**config.mk**
```make
export PLATFORM = sky130hd
export DESIGN_NAME = rr_mux8
export DESIGN_NICKNAME = d
export VERILOG_FILES = /design/src/rtl/rr_mux8.sv
export SDC_FILE = /design/constraint.sdc
export NUM_CORES = 1
export LEC_CHECK = 0
export ABC_AREA = 1
export CAP_MARGIN = 20
export CELL_PAD_IN_SITES_DETAIL_PLACEMENT = 1
export CELL_PAD_IN_SITES_GLOBAL_PLACEMENT = 1
export CORE_ASPECT_RATIO = 1.4
export CORE_MARGIN = 2
export CORE_UTILIZATION = 42
export CTS_CLUSTER_SIZE = 25
export DETAILED_ROUTE_END_ITERATION = 10
export DONT_BUFFER_PORTS = 1
export GPL_TIMING_DRIVEN = 0
export PLACE_DENSITY_LB_ADDON = 0.1
export SKIP_LAST_GASP = 1
export SLEW_MARGIN = 20
export SYNTH_ARGS = -nofsm -noshare
export SYNTH_HDL_FRONTEND = slang
export SYNTH_SLANG_ARGS = --single-unit
```
**constraint.sdc**
```tcl
create_clock -name clk -period 4.1 [get_ports clk]
set_clock_uncertainty 0.2 [all_clocks]
set_input_delay 0.82 -clock clk [delete_from_list [all_inputs] [get_ports clk]]
set_output_delay 0.82 -clock clk [all_outputs]
set_load 0.05 [all_outputs]
```
**src/rtl/rr_mux8.sv**
```systemverilog
// ----------------------------------------------------------------------------
// rr_mux8 : 8:1 round-robin merging multiplexer.
//
// Eight valid/ready producer lanes feed one registered output stream. Every
// output beat carries the 3-bit index of the lane it came from, so that a
// downstream 1:8 demux can steer it back.
//
// Parameters
//   DW          data width of each lane and of the output
//
// Ports
//   clk         clock, rising edge
//   rst         asynchronous reset, active-high
//   in_valid    [7:0]     lane k has a beat pending
//   in_data     [8*DW-1:0] lane k data = in_data[k*DW +: DW]
//   in_ready    [7:0]     one-hot or zero; lane k accepted this cycle
//   out_valid   output register holds a beat
//   out_data    [DW-1:0]  data of the held beat
//   out_sel     [2:0]     source lane of the held beat
//   out_ready   consumer takes the held beat this cycle
//
// Optional feature (macro RR_MUX8_LOCK_EN): packet lock.
//   in_last     [7:0]     lane k beat is the last of its packet
//   out_last    registered last flag of the held beat
//   Once a lane transfers a non-last beat, only that lane is granted until it
//   transfers a last beat.
// ----------------------------------------------------------------------------
module rr_mux8 #(
    parameter int DW = 8
) (
    input  logic            clk,
    input  logic            rst,
    input  logic [7:0]      in_valid,
    input  logic [8*DW-1:0] in_data,
    output logic [7:0]      in_ready,
    output logic            out_valid,
    output logic [DW-1:0]   out_data,
    output logic [2:0]      out_sel,
    input  logic            out_ready
`ifdef RR_MUX8_LOCK_EN
    ,
    input  logic [7:0]      in_last,
    output logic            out_last
`endif
);

    logic [2:0]    ptr;
    logic [2:0]    gnt_idx;
    logic [2:0]    cand;
    logic          gnt_any;
    logic          load;
    logic          xfer;
    logic [DW-1:0] lane_data;

`ifdef RR_MUX8_LOCK_EN
    logic          lock;
    logic [2:0]    lock_idx;
`endif

    // Output register can take a new beat when empty or being drained.
    assign load = !out_valid || out_ready;

    // Rotating priority search. Scanning offsets from 7 down to 0 lets the
    // lowest offset from ptr (the highest-priority valid lane) win last.
    always_comb begin
        gnt_any = 1'b0;
        gnt_idx = ptr;
        cand    = ptr;
        for (int i = 7; i >= 0; i--) begin
            cand = ptr + 3'(i);
            if (in_valid[cand]) begin
                gnt_any = 1'b1;
                gnt_idx = cand;
            end
        end
`ifdef RR_MUX8_LOCK_EN
        // A locked packet owns the output even while its lane is idle.
        if (lock) begin
            gnt_idx = lock_idx;
            gnt_any = in_valid[lock_idx];
        end
`endif
    end

    assign in_ready  = (gnt_any && load && !rst) ? (8'd1 << gnt_idx) : 8'd0;
    assign xfer      = |(in_valid & in_ready);
    assign lane_data = in_data[gnt_idx*DW +: DW];

    always_ff @(posedge clk or posedge rst) begin
        if (rst) begin
            out_valid <= 1'b0;
            out_data  <= '0;
            out_sel   <= 3'd0;
            ptr       <= 3'd0;
        end else if (xfer) begin
            // Reload covers both the empty case and drain-plus-reload.
            out_valid <= 1'b1;
            out_data  <= lane_data;
            out_sel   <= gnt_idx;
            ptr       <= gnt_idx + 3'd1;
        end else if (out_ready) begin
            out_valid <= 1'b0;
        end
    end

`ifdef RR_MUX8_LOCK_EN
    always_ff @(posedge clk or posedge rst) begin
        if (rst) begin
            lock     <= 1'b0;
            lock_idx <= 3'd0;
            out_last <= 1'b0;
        end else if (xfer) begin
            out_last <= in_last[gnt_idx];
            if (in_last[gnt_idx]) begin
                lock <= 1'b0;
            end else begin
                lock     <= 1'b1;
                lock_idx <= gnt_idx;
            end
        end
    end
`endif

endmodule

```
==> flow_summary.ini <==
[cells_and_area]
fin_cells = 485
drive_gt1_frac = 0.212
area_delta_synth_final_pct = 11.7
fin_area_mm2 = 0.00254
final_cell_mix = 219 x nand2_1, 65 x nand3_1, 16 x inv_1
antennaDiodeCount = 0
final_core_util = 0.489
final_common_cell = nand2_1
fin_nets = 498

[placed_design]
port_buffers = 0
placed_area_mm2 = 0.00236
place.gp.congestion = 0.824
dpl.hpwl_um = 5910
placedCellCount = 478

[global_routing]
grt_max_degree = 20
grt_overflow_total = 0
antenna_found_initial = 0
grt.total_usage = 0.267
grt_pass1_vias = 2817
grt_pass1_wl_um = 12800

[setup_path]
criticalPathCategory = flip-flop to output port
end_kind = output port
critPathSlowestCell = nor3_4
crit_chain = buf_6, inv_6, ha_4, inv_4, nand3_2, nand3_2, nand2_2, nor2_2, nand2_1, nand3_1, nand2_1, nand2_1, nand2_1, nand2_1, a21oi_1, buf_4, buf_4, nor3_4
cp.arrival_ns = 2.94
critPathMaxStageDelay_ns = 0.53
cp.required_ns = 3.08
path_max_fanout = 9
startpoint_type = flip-flop
crit_top_cell = nand2_1

[clock_network]
h-tree-depth = 1
clkLatencyLatePin_ns = 0.24
cts-hold-fix-buffers = 0
cts_buffers = 3
cts.sinks = 15
clockBufferDepth = 2
path_clk_slew_ns = 0.06
cts_root_buffer = clkbuf_8
cts_tree = yes

[floorplanning]
num_rows = 31
initial_core_util = 0.438
die-area_mm2 = 0.00604
io_pins = 95
fp.dieW_um = 66.2
core_area_mm2 = 0.00520
die_h_um = 91.1

[synth]
yosysUniqueCellTypes = 25
netlist_area_mm2 = 0.00228
syn_area_per_cell_um2 = 5.53
synth_top_area_cell = nand2_1
ys_warn_count = 0
netlist_instances = 412
synth_top_area_share = 0.363
yosys-top-cells-area = nand2_1 36%, dfrtp_1 16%, nand3_1 15%, nand3_2 4.8%, nand2_2 2.7%
ys_ff_latch = 15
synth_seq_area_share = 0.165
synth_nets = 490

[timing]
timing.final.crit_share = 0.966
setup_tns_ns = 0
finalMaxSlewViolations = 0
setup_viol = 0
hold_viol = 0
worst_pin_slew_ns = 0.600
final.min_clock_period_ns = 3.96
rsz0062_at_grt = no
fmax_mhz = 253
relSlewSlack = 0.600

[run]
drv_cap = 0

[detailed_routing]
drtAntennaViolNets = 0
finalWirelength_um = 7710
wl_per_cell_um = 15.9
vias = 2643
drt-initial-drc-count = 84
avgViaCountPerCell = 5.45
drc = 0
first_pass_iters = 4

[min_path]
hp-class = primary input to async pin

[outcome]
status = completed
[Yosys cell counts (all sizes together)]
master / n
a21oi: 8
ha: 3
nand2: 234
dfrtp: 15
buf: 19
nor2: 15
a21boi: 1
nand4: 2
xor2: 1
nor3: 1
inv: 30
and2: 1
nand3: 82
[path summary, 6_finish.rpt]
path,slack [ns],from,endpoint,cells past startpoint
worst max-delay path,0.14,ptr[1],in_ready[3],18
worst min-delay path,0.32,rst,out_sel[0],1
worst max register to register,0.47,ptr[1],out_sel[1],26
worst min register to register,0.46,ptr[2],ptr[2],3
max in group asynchronous,2.98,rst,ptr[1],1
min in group clk,0.46,ptr[2],ptr[2],3
[flip-flops by register name, indices dropped and copies added, names as in the netlist]
| name | cells |
|---|---|
| ptr | 3 |
| out_valid | 1 |
| out_data | 8 |
| out_sel | 3 |
[layer usage]
layer	track usage	share of wire	up-vias
met5	0	0	-
met4	0.0918	0.035	0
met3	0.0359	0.039	25
met2	0.528	0.57	93
met1	0.269	0.36	1223
li1	-	-	1302
[through the flow]
| stage | setup WS, ns | hold WS, ns |
|---|---|---|
| final | 0.140 | 0.319 |
| after global routing | 0.00272 | 0.336 |
| after CTS | 0.0916 | 0.333 |
| after detailed placement | -0.371 | 0.445 |
| after global placement | -0.246 | 0.431 |
| after floorplan | 0.235 | 0.398 |
[final cells by class]
type | instances | area [µm²]
fillers | 769 | 2650
multi-input cells | 348 | 1750
flip-flops and latches | 15 | 375
plain buffers | 18 | 136
inverters | 30 | 125
well taps | 66 | 82.6
clock buffers | 3 | 41.3
repair buffers | 4 | 30.0
clock inverters | 1 | 5.00
[cell families after synthesis]
kind of cell,synth area share
and+or+nand+nor,0.675
buffers and inverters,0.111
DFF,0.165
AOI/OAI and AO/OA,0.0258
adders and majority gates,0.0165
xor gates and xnor gates,0.00714
[worst max-delay path, delay by kind of cell (launching register included)]
kind | cells | cell delay [ns]
buffers and inverters | 5 | 0.67
adder cells (fa/ha/maj) | 1 | 0.23
flip-flops | 1 | 0.39
AO/OA/AOI/OAI | 1 | 0.08
AND/OR/NAND/NOR | 11 | 1.31
[what timing repair did]
action	4_1_cts	5_1_grt
buffers inserted	0	4
pin swaps	4	6
gates resized for setup	18	11
endpoints found under the setup margin	22	8
Power is not shown: default switching activity piles up to over one toggle a cycle in this logic, so the estimate is an artifact.
